File: src/rtl/hack_boot_loader_pkg.sv
// hack_boot_loader_pkg: shared word width, ROM depth default and loader state encoding
package hack_boot_loader_pkg;
  localparam int WORD_W = 16;
  localparam int ROM_DEPTH_DEFAULT = 32768;
  typedef logic [WORD_W-1:0] word_t;
  typedef enum logic [3:0] {
    IDLE, LEN_HI, LEN_LO, DATA_HI, DATA_LO, SUM_HI, SUM_LO, DONE, ERROR
  } state_t;
endpackage

File: src/rtl/hack_word_assembler.sv
// hack_word_assembler: pairs a latched hi byte with the incoming lo byte into a word
module hack_word_assembler
  import hack_boot_loader_pkg::*;
(
  input  logic       clock,
  input  logic       reset,
  input  logic       clear,
  input  logic       hi_en,
  input  logic       lo_en,
  input  logic [7:0] byte_in,
  output word_t      word,
  output logic       valid
);
  logic [7:0] hi_q;
  always_ff @(posedge clock) begin
    if (reset || clear) hi_q <= '0;
    else if (hi_en) hi_q <= byte_in;
  end
  assign word  = {hi_q, byte_in};
  assign valid = lo_en;
endmodule

File: src/rtl/hack_boot_loader.sv
// hack_boot_loader: streams a length/words/checksum image into instruction ROM, holding the CPU in reset until verified
module hack_boot_loader
  import hack_boot_loader_pkg::*;
#(
  parameter int ROM_DEPTH = ROM_DEPTH_DEFAULT
) (
  input  logic       clock,
  input  logic       reset,
  input  logic       start,
  input  logic [7:0] byte_in,
  input  logic       byte_valid,
  output logic       byte_ready,
  output word_t      rom_addr,
  output word_t      rom_data,
  output logic       rom_we,
  output logic       cpu_reset,
  output logic       done,
  output logic       error
);
  localparam logic [16:0] DEPTH = 17'(ROM_DEPTH);
  state_t state, next;
  word_t  idx, len, sum, word;
  logic   accept, hi_en, lo_en, word_valid, load_start, last;
  assign byte_ready = state inside {LEN_HI, LEN_LO, DATA_HI, DATA_LO, SUM_HI, SUM_LO};
  assign accept     = byte_valid && byte_ready;
  assign hi_en      = accept && state inside {LEN_HI, DATA_HI, SUM_HI};
  assign lo_en      = accept && state inside {LEN_LO, DATA_LO, SUM_LO};
  assign load_start = start && state inside {IDLE, DONE, ERROR};
  assign last       = idx == len - 16'd1;
  assign cpu_reset  = state != DONE;
  assign done       = state == DONE;
  assign error      = state == ERROR;
  hack_word_assembler u_asm (
    .clock  (clock),
    .reset  (reset),
    .clear  (load_start),
    .hi_en  (hi_en),
    .lo_en  (lo_en),
    .byte_in(byte_in),
    .word   (word),
    .valid  (word_valid)
  );
  always_ff @(posedge clock) begin
    if (reset) state <= IDLE;
    else state <= next;
  end
  always_comb begin
    next = state;
    case (state)
      IDLE, DONE, ERROR: next = start ? LEN_HI : state;
      LEN_HI:  next = accept ? LEN_LO : state;
      LEN_LO:  next = !word_valid ? state : ({1'b0, word} > DEPTH) ? ERROR : (word == '0) ? SUM_HI : DATA_HI;
      DATA_HI: next = accept ? DATA_LO : state;
      DATA_LO: next = !word_valid ? state : last ? SUM_HI : DATA_HI;
      SUM_HI:  next = accept ? SUM_LO : state;
      SUM_LO:  next = !word_valid ? state : (word == sum) ? DONE : ERROR;
      default: next = IDLE;
    endcase
  end
  // Word index doubles as the ROM address latched on each data word
  always_ff @(posedge clock) begin
    if (reset) begin
      idx      <= '0;
      len      <= '0;
      sum      <= '0;
      rom_we   <= 1'b0;
      rom_addr <= '0;
      rom_data <= '0;
    end else begin
      rom_we <= 1'b0;
      if (load_start) begin
        idx <= '0;
        len <= '0;
        sum <= '0;
      end
      if (word_valid && state == LEN_LO) len <= word;
      if (word_valid && state == DATA_LO) begin
        rom_we   <= 1'b1;
        rom_addr <= idx;
        rom_data <= word;
        idx      <= idx + 16'd1;
        sum      <= sum + word;
      end
    end
  end
endmodule

File: config.mk
export PLATFORM = sky130hd
export DESIGN_NAME = hack_boot_loader
export DESIGN_NICKNAME = d
export VERILOG_FILES = /design/src/rtl/hack_boot_loader_pkg.sv /design/src/rtl/hack_word_assembler.sv /design/src/rtl/hack_boot_loader.sv
export SDC_FILE = /design/constraint.sdc
export NUM_CORES = 1
export LEC_CHECK = 0
export CORE_MARGIN = 2
export CORE_UTILIZATION = 40
export CTS_CLUSTER_DIAMETER = 100
export DETAILED_ROUTE_END_ITERATION = 6
export HOLD_SLACK_MARGIN = 0.15
export SLEW_MARGIN = 15
export SYNTH_ARGS = -nofsm -noshare
export SYNTH_HDL_FRONTEND = slang
export SYNTH_SLANG_ARGS = --single-unit
export TNS_END_PERCENT = 50
File: constraint.sdc
create_clock -name clock -period 6.8 [get_ports clock]
set_input_delay 1.36 -clock clock [delete_from_list [all_inputs] [get_ports clock]]
set_output_delay 1.36 -clock clock [all_outputs]
set_load 0.005 [all_outputs]
==> impl_metrics.csv, run 1 <==
group,metric,value,unit
outcome,status,"finished, final reports clean",
synthesis,synth_nets,627,
clock_network,numCtsBuffers,9,
final_layout,layout_common_cells,"93 x dfxtp_1, 89 x nand2_1, 68 x nor2_1",
sta,fmax,268,MHz
clock_network,postCtsSetupBuffers,0,
global_routing,grt_start_max_net_pins,52,
synthesis,yosysWarnings,0,
setup_path,start_kind,"input port",
worst_hold_path,hp-class,"reg -> reg",
detailed_routing,drc,0,
detailed_routing,drt_pass1_iterations,4,
synthesis,synth_edf_count,0,
clock_network,clock_latency,0.34,ns
synthesis,synth_fa_ha_area_frac,0.0482,
final_layout,syn2layout_area_growth,16.7,%
sta,setup_slack,3.07,ns
setup_path,reg2reg_slack,4.11,ns
die,dieArea,0.0130,mm²
detailed_routing,drtIter0Drc,270,
synthesis,ys_types,66,
synthesis,yosysSeqAreaShare,0.385,
sta,fin_crit_sh,0.549,
final_layout,final_layout_size_suffix_gt1_frac,0.0574,
sta,rsz0062_at_grt,"no",
die,std_cell_rows,40,
clock_network,ctsHoldBuffers,0,
synthesis,yosys.area_share.xor_xnor,0.0544,
power,peakVddDrop,0.0922,mV
synthesis,synth_compound_gate_area_share,0.207,
clock_network,cts_tree,"done",
setup_path,cp_slowest_stage_delay,0.58,ns
setup_path,cp-end-kind,"flop",
synthesis,syn_area,0.00483,mm²
setup_path,crit_path_top_delay_cell,"clkdlybuf4s50_1",
synthesis,ys_async_sr_fraction,0,
global_routing,grt_usage,0.206,
global_routing,grt_pass1_wl,21100,µm
clock_network,post_cts_resized,0,
synthesis,synth_flop_cell,"dfxtp_1",
sta,period_minus_slack,3.73,ns
die,chipWidth,114,µm
detailed_routing,ant_nets,0,
placement,pre_cts_ws,2.70,ns
clock_network,clockBufferDepth,2,
final_layout,n_antenna_cell,0,
power,leakagePower,2.04,nW
die,fp.coreArea,0.0119,mm²
global_routing,grt_overflow,0,
sta,slew_headroom,0.289,
die,die_h,114,µm
sta,hold_viol,0,
global_routing,antenna_found_initial,0,
clock_network,htreeDepth,3,
detailed_routing,viasPerCell,5.65,
sta,hold_ws,0.452,ns
clock_network,cts-root-buf,"clkbuf_16",
die,io_pins,49,
job,max_cap_violations,0,
placement,port-buffer-count,48,
placement,hpwl,9090,µm
synthesis,syn-instance-count,597,
global_routing,grt_pass1_vias,4147,
die,initial_core_util,0.406,
synthesis,syn_avg_cell_area,8.09,µm²
detailed_routing,wl_per_cell,16.5,µm
sta,fin_skew,0.00553,ns
power,power_density,241,mW/mm²
setup_path,path_cells,"clkdlybuf4s50_1, ha_1, nand3_1, o22ai_1, o2111ai_1, a211oi_1, nor3_1, or4_1, a31oi_1",
clock_network,cts_sinks,93,
sta,worst_pin_slew,1.07,ns
setup_path,crit_type,"in -> reg",
clock_network,cts.clk_slew.worst_paths,0.06,ns
synthesis,ys_ff_latch,93,
detailed_routing,route.vias.total,4372,
power,finalPower,1.36,mW
synthesis,yosys.area_share.simple,0.234,
synthesis,synth_top_family_by_area,"simple AND/OR/NAND/NOR gates",
synthesis,synth.area.mux_share,0.0233,
sta,drv_slew,0,
placement,gp_congestion,0.868,
final_layout,final_common_cell,"dfxtp_1",
setup_path,crit_fanout,6,
detailed_routing,drt-total-wl,12800,µm
final_layout,nNetsFinal,652,
setup_path,arrival,4.00,ns
sta,fin_setup_tns,0,ns
setup_path,worst_ep_required_time,7.07,ns
sta,setup_viol,0,
## cell usage after synthesis, drive strengths merged, types with 3 or more instances
cell | n | area [µm²]
dfxtp | 93 | 1860
nand2 | 89 | 334
nor2 | 69 | 262
a21oi | 60 | 300
clkbuf | 33 | 155
nand3 | 24 | 125
a22oi | 21 | 158
o21ai | 19 | 98.9
ha | 17 | 213
xnor2 | 15 | 131
xor2 | 15 | 131
nor3 | 13 | 65.1
inv | 10 | 37.5
mux2i | 9 | 90.1
nor4 | 9 | 56.3
a211oi | 8 | 60.1
o21a | 8 | 60.1
and3 | 6 | 40.0
nand4 | 6 | 37.5
or3 | 6 | 38.8
a31oi | 5 | 31.3
a22o | 4 | 35.0
o211ai | 4 | 30.0
a21o | 3 | 23.8
a311oi | 3 | 26.3
buf | 3 | 26.3
nand2b | 3 | 18.8
nor2b | 3 | 18.8
o22ai | 3 | 18.8
o31ai | 3 | 22.5
## per-stage QoR
stage	instance area, µm²	util	instances
3_3_place_gp	5320	0.447	758
2_1_floorplan	4830	-	597
4_1_cts	5630	0.473	774
3_5_place_dp	5320	0.447	758
6_report	5640	0.473	774
5_1_grt	5640	0.473	774
## kinds of logic after synthesis
kind of cell	Yosys count
simple gates	243
compound gates	155
flops	93
buf+inv	47
xor+xnor	30
fa+ha+maj	18
mux	11
## final timing paths
| check | from | endpoint | depth (start not counted) |
|---|---|---|---|
| worst max-delay path | byte_in[2] | sum[15] | 9 |
| worst min register to register | rom_addr[6] | rom_addr[6] | 2 |
| worst max register to register | state[2] | state[1] | 4 |
| worst min-delay path | rom_addr[6] | rom_addr[6] | 2 |
## area by class of cell
cell class                 count  area [µm²]
multi-input combinational    457        2740
tap                          147         184
sequential                    93        1860
clock buffer                  11         253
clock inverter                 5        58.8
fill                        1211        6280
timing repair buffer          51         498
inverter                      10        37.5
## flip-flops by register name, summed over array words and instances, names as in the netlist
register	cells
sum	16
state	4
len	16
rom_data	16
u_asm.hi_q	8
idx	16
rom_addr	16
rom_we	1
## layer usage
metal | wire (µm) | GRT usage | share of wire
met2 | 6240 | 0.344 | 0.49
met5 | 0 | 0 | 0
met1 | 5830 | 0.270 | 0.46
met4 | 126 | 0.0764 | 0.0099
met3 | 566 | 0.0319 | 0.044
## where the power goes
part | leakage (nW) | internal [mW] | switching, mW
Clock | 0.148 | 0.305 | 0.217
Combinational | 1.14 | 0.0951 | 0.153
Sequential | 0.749 | 0.558 | 0.0296
Total | 2.04 | 0.958 | 0.400
## critical path, delay by kind of cell
kind | cells | cell delay, ns
adders and majority gates | 1 | 0.47
and+or+nand+nor | 3 | 0.60
AOI/OAI and AO/OA | 4 | 0.97
buffers and inverters | 1 | 0.58
No activity file was read; power rests on OpenSTA's default activity.
==> run 2, diff against run 1 <==
- clock period: 6.8 -> 3.4 ns (I/O delays scaled with it)
==> run 2 against run 1 <==
Effect of this change:
- critical path depth up 1
- clock skew up 0.0070 ns
- flip-flop and latch count unchanged
- largest cell class unchanged
==> impl_metrics.csv, run 2 (synthesized netlist as in run 1, its figures left out) <==
group,metric,value,unit
final_layout,layout_common_cells,"93 x dfxtp_1, 89 x nand2_1, 68 x nor2_1",
global_routing,grt_pass1_wl,21500,µm
detailed_routing,drc,0,
die,die_h,114,µm
clock_network,htreeDepth,3,
detailed_routing,route.vias.total,4461,
final_layout,final_common_cell,"dfxtp_1",
sta,hold_viol,0,
setup_path,cp-end-kind,"flop",
clock_network,numCtsBuffers,9,
die,initial_core_util,0.406,
setup_path,crit_path_top_delay_cell,"clkdlybuf4s50_1",
setup_path,start_kind,"input port",
setup_path,critPathMostFrequentCell,"o21ai_0",
die,chipWidth,114,µm
global_routing,grt_start_max_net_pins,35,
global_routing,antenna_found_initial,0,
die,std_cell_rows,40,
detailed_routing,drt-total-wl,13100,µm
final_layout,n_antenna_cell,0,
power,power_density,466,mW/mm²
sta,fin_skew,0.0125,ns
worst_hold_path,hp-class,"reg -> reg",
setup_path,path_cells,"clkdlybuf4s50_1, ha_1, fa_1, a211oi_1, nor2_1, o21ai_0, o21ai_0, a31oi_1, xnor2_1, a22o_1",
sta,worst_pin_slew,0.674,ns
sta,setup_viol,0,
detailed_routing,viasPerCell,5.64,
sta,fin_setup_tns,0,ns
clock_network,cts_tree,"done",
clock_network,postCtsSetupBuffers,0,
sta,fmax,348,MHz
die,io_pins,49,
clock_network,ctsHoldBuffers,0,
sta,period_minus_slack,2.87,ns
global_routing,grt_usage,0.210,
detailed_routing,drtIter0Drc,277,
detailed_routing,ant_nets,0,
placement,port-buffer-count,48,
clock_network,cts.clk_slew.worst_paths,0.07,ns
setup_path,crit_fanout,3,
clock_network,clockBufferDepth,2,
placement,hpwl,9340,µm
global_routing,grt_pass1_vias,4202,
setup_path,worst_ep_required_time,3.65,ns
clock_network,clock_latency,0.35,ns
sta,drv_slew,0,
detailed_routing,wl_per_cell,16.5,µm
power,leakagePower,2.11,nW
setup_path,crit_type,"in -> reg",
outcome,status,"finished, final reports clean",
setup_path,arrival,3.12,ns
setup_path,cp_slowest_stage_delay,0.44,ns
clock_network,cts_sinks,93,
placement,gp_congestion,0.871,
job,max_cap_violations,0,
power,peakVddDrop,0.221,mV
global_routing,grt_overflow,0,
detailed_routing,drt_pass1_iterations,5,
die,fp.coreArea,0.0119,mm²
clock_network,cts-root-buf,"clkbuf_16",
clock_network,post_cts_resized,0,
final_layout,syn2layout_area_growth,18.8,%
sta,fin_crit_sh,0.845,
sta,rsz0062_at_grt,"no",
final_layout,final_layout_size_suffix_gt1_frac,0.0823,
die,dieArea,0.0130,mm²
final_layout,nNetsFinal,669,
sta,hold_ws,0.453,ns
sta,slew_headroom,0.550,
==> run 2: cell types whose count changed in the layout (fill, tap and decap cells not counted), sizes merged <==
cell    delta
bufinv     -1
buf       +17
clkbuf     -1
inv        +1
clkinv     +1
==> run 2: metrics by stage <==
| step | power, mW | cell area (µm²) | setup WS [ns] | utilization | cells |
|---|---|---|---|---|---|
| floorplan | 1.56 | 4830 | 0.839 | - | 597 |
| CTS | 2.68 | 5730 | 0.541 | 0.481 | 791 |
| finish | 2.67 | 5740 | 0.526 | 0.482 | 791 |
| global route | 2.79 | 5740 | 0.410 | 0.482 | 791 |
| detailed placement | 1.72 | 5450 | 0.181 | 0.457 | 775 |
| global placement | 1.71 | 5450 | 0.233 | 0.457 | 775 |
==> run 2: worst paths after layout <==
| check | startpoint | to | slack (ns) | depth (start not counted) |
|---|---|---|---|---|
| max reg2reg | len[0] | state[1] | 0.97 | 9 |
| min | rom_addr[4] | rom_addr[4] | 0.45 | 2 |
| min reg2reg | rom_addr[4] | rom_addr[4] | 0.45 | 2 |
| max | byte_in[0] | sum[14] | 0.53 | 10 |
==> run 2: layout make-up <==
class / count / area (µm²)
clock buffer: 10 / 239
timing repair buffer: 68 / 626
fill: 1165 / 6170
clock inverter: 6 / 46.3
tap: 147 / 184
multi-input combinational: 457 / 2740
inverter: 10 / 37.5
sequential: 93 / 1860
==> run 2: worst max-delay path: cells and delay by family <==
kind / cells / cell delay, ns
compound gates: 5 / 1.12
buf+inv: 1 / 0.44
xor+xnor: 1 / 0.09
simple gates: 1 / 0.11
fa+ha+maj: 2 / 0.68
==> run 2: per-layer routing <==
| metal | track usage | vias up | part of all wire |
|---|---|---|---|
| met4 | 0.0805 | 0 | 0.020 |
| met2 | 0.350 | 106 | 0.48 |
| met3 | 0.0367 | 16 | 0.046 |
| li1 | - | 2215 | - |
| met5 | 0 | - | 0 |
| met1 | 0.273 | 2124 | 0.46 |
==> run 2: power by group <==
part / internal, mW / switching, mW / total (mW)
Clock: 0.519 / 0.444 / 0.963
Combinational: 0.213 / 0.316 / 0.529
Sequential: 1.12 / 0.0620 / 1.18
Total: 1.85 / 0.822 / 2.67
==> run 3, diff against run 2 <==
- clock period: 3.4 -> 2.6 ns (I/O delays scaled with it)
==> run 3 against run 2 <==
Effect of this change:
- first-iteration DRC count fell by 2.2%
- routed wire length rose by 3.3%
- combinational power rose by 42%
- flip-flop and latch count did not move
- critical path depth fell by 2
- worst hold slack improved by 0.0015 ns
- clock skew fell by 0.0069 ns
- setup slack got worse by 0.43 ns
- largest cell class unchanged
==> impl_metrics.csv, run 3 (synthesized netlist as in run 1, its figures left out) <==
group,metric,value,unit
placement,pre_cts_ws,-0.460,ns
final_layout,layout_common_cells,"93 x dfxtp_1, 89 x nand2_1, 68 x nor2_1",
final_layout,nNetsFinal,698,
job,max_cap_violations,0,
power,leakagePower,2.28,nW
final_layout,syn2layout_area_growth,24.6,%
power,peakVddDrop,0.280,mV
sta,drv_slew,0,
placement,placed_area,0.00567,mm²
detailed_routing,drc,0,
outcome,status,"finished, final reports clean",
sta,fmax,400,MHz
detailed_routing,route.vias.total,4612,
sta,setup_viol,0,
clock_network,cts-root-buf,"clkbuf_16",
setup_path,worst_ep_required_time,2.88,ns
setup_path,cp_num_buf_inv,1,
worst_hold_path,hp-class,"reg -> reg",
global_routing,grt_pass1_vias,4436,
setup_path,start_kind,"input port",
die,die_h,114,µm
clock_network,cts.clk_slew.worst_paths,0.06,ns
clock_network,cts_sinks,93,
setup_path,arrival,2.78,ns
final_layout,final_common_cell,"dfxtp_1",
clock_network,clock_latency,0.35,ns
die,chipWidth,114,µm
detailed_routing,ant_nets,0,
global_routing,grt_overflow,0,
die,initial_core_util,0.406,
setup_path,crit_fanout,2,
detailed_routing,drtIter0Drc,271,
setup_path,rr_worst_depth,9,
sta,fin_crit_sh,0.961,
detailed_routing,drt_pass1_iterations,5,
sta,period_minus_slack,2.50,ns
clock_network,numCtsBuffers,9,
setup_path,cpLargestDelayFamily,"simple AND/OR/NAND/NOR gates",
global_routing,grt_usage,0.217,
placement,port-buffer-count,48,
setup_path,cp_slowest_stage_delay,0.48,ns
sta,setup_slack,0.101,ns
final_layout,final_area,0.00602,mm²
sta,slew_headroom,0.514,
power,power_density,616,mW/mm²
global_routing,grt_start_max_net_pins,52,
setup_path,crit_type,"in -> reg",
clock_network,clockBufferDepth,2,
sta,hold_ws,0.454,ns
placement,hpwl,9740,µm
placement,gp_congestion,0.847,
detailed_routing,wl_per_cell,16.5,µm
die,std_cell_rows,40,
global_routing,antenna_found_initial,0,
sta,hold_viol,0,
setup_path,path_cells,"clkdlybuf4s50_1, ha_1, or3_1, o2111ai_2, a211oi_2, o21a_1, or4_1, a31oi_1",
clock_network,htreeDepth,3,
die,dieArea,0.0130,mm²
worst_hold_path,hold_path_depth,2,
detailed_routing,drt-total-wl,13500,µm
final_layout,final_layout_size_suffix_gt1_frac,0.131,
final_layout,fillers,1165,
sta,worst_pin_slew,0.729,ns
sta,fin_skew,0.00558,ns
detailed_routing,viasPerCell,5.62,
setup_path,cp-end-kind,"flop",
clock_network,cts_tree,"done",
power,finalPower,3.71,mW
die,io_pins,49,
final_layout,n_antenna_cell,0,
setup_path,path_depth,8,
setup_path,crit_path_top_delay_cell,"or4_1",
die,fp.coreArea,0.0119,mm²
global_routing,grt_pass1_wl,22400,µm
[run 3: cell types whose count changed in the layout (fill, tap and decap cells not counted), sizes merged]
cell / change
dlygate4sd2: +1
bufinv: +2
inv: -1
clkinvlp: -1
clkdlybuf4s50: -1
buf: +29
[run 3: metrics by stage]
| step | setup TNS (ns) | cells | utilization |
|---|---|---|---|
| after floorplan | 0 | 597 | - |
| after global placement | -2.54 | 804 | 0.476 |
| after detailed placement | -3.40 | 804 | 0.476 |
| after CTS | 0 | 820 | 0.503 |
| after global routing | -0.0319 | 820 | 0.505 |
| final | 0 | 820 | 0.505 |
[run 3: per-layer routing]
| layer | routed length, µm | share of wire | global-route usage |
|---|---|---|---|
| met1 | 6230 | 0.46 | 0.280 |
| met5 | 0 | 0 | 0 |
| met2 | 6610 | 0.49 | 0.369 |
| met3 | 508 | 0.038 | 0.0372 |
| met4 | 151 | 0.011 | 0.0699 |
[run 3: worst min-delay path, delay by kind of cell (launching register included)]
kind / cells / cell delay [ns]
flops: 1 / 0.31
simple gates: 1 / 0.05
compound gates: 1 / 0.05
[run 3: area by class of cell]
class	count	area (µm²)	share of cell area
clock buffer	10	239	0.0397
clock inverter	6	86.3	0.0143
inverter	10	37.5	0.00623
multi-input combinational	457	2770	0.460
sequential	93	1860	0.309
tap	147	184	0.0305
timing repair buffer	97	842	0.140
[run 3: power breakdown]
part | leakage, nW | internal, mW | switching [mW]
sequential | 0.749 | 1.46 | 0.0666
clock | 0.158 | 0.867 | 0.569
combinational | 1.38 | 0.302 | 0.447
total | 2.28 | 2.63 | 1.08
[run 3: worst paths after layout]
path,from,to,slack (ns)
hold reg to reg,rom_data[12],rom_data[12],0.45
hold / removal,rom_data[12],rom_data[12],0.45
setup reg to reg,len[0],state[1],0.18
setup / recovery,byte_in[6],sum[15],0.10
[run 3: what timing repair did]
| action | in CTS | in global routing |
|---|---|---|
| buffers inserted | 0 | 0 |
| cloned | 0 | 0 |
| setup endpoints to repair | 5 | 9 |
| resized for setup | 2 | 7 |
| hold buffers | 0 | 0 |
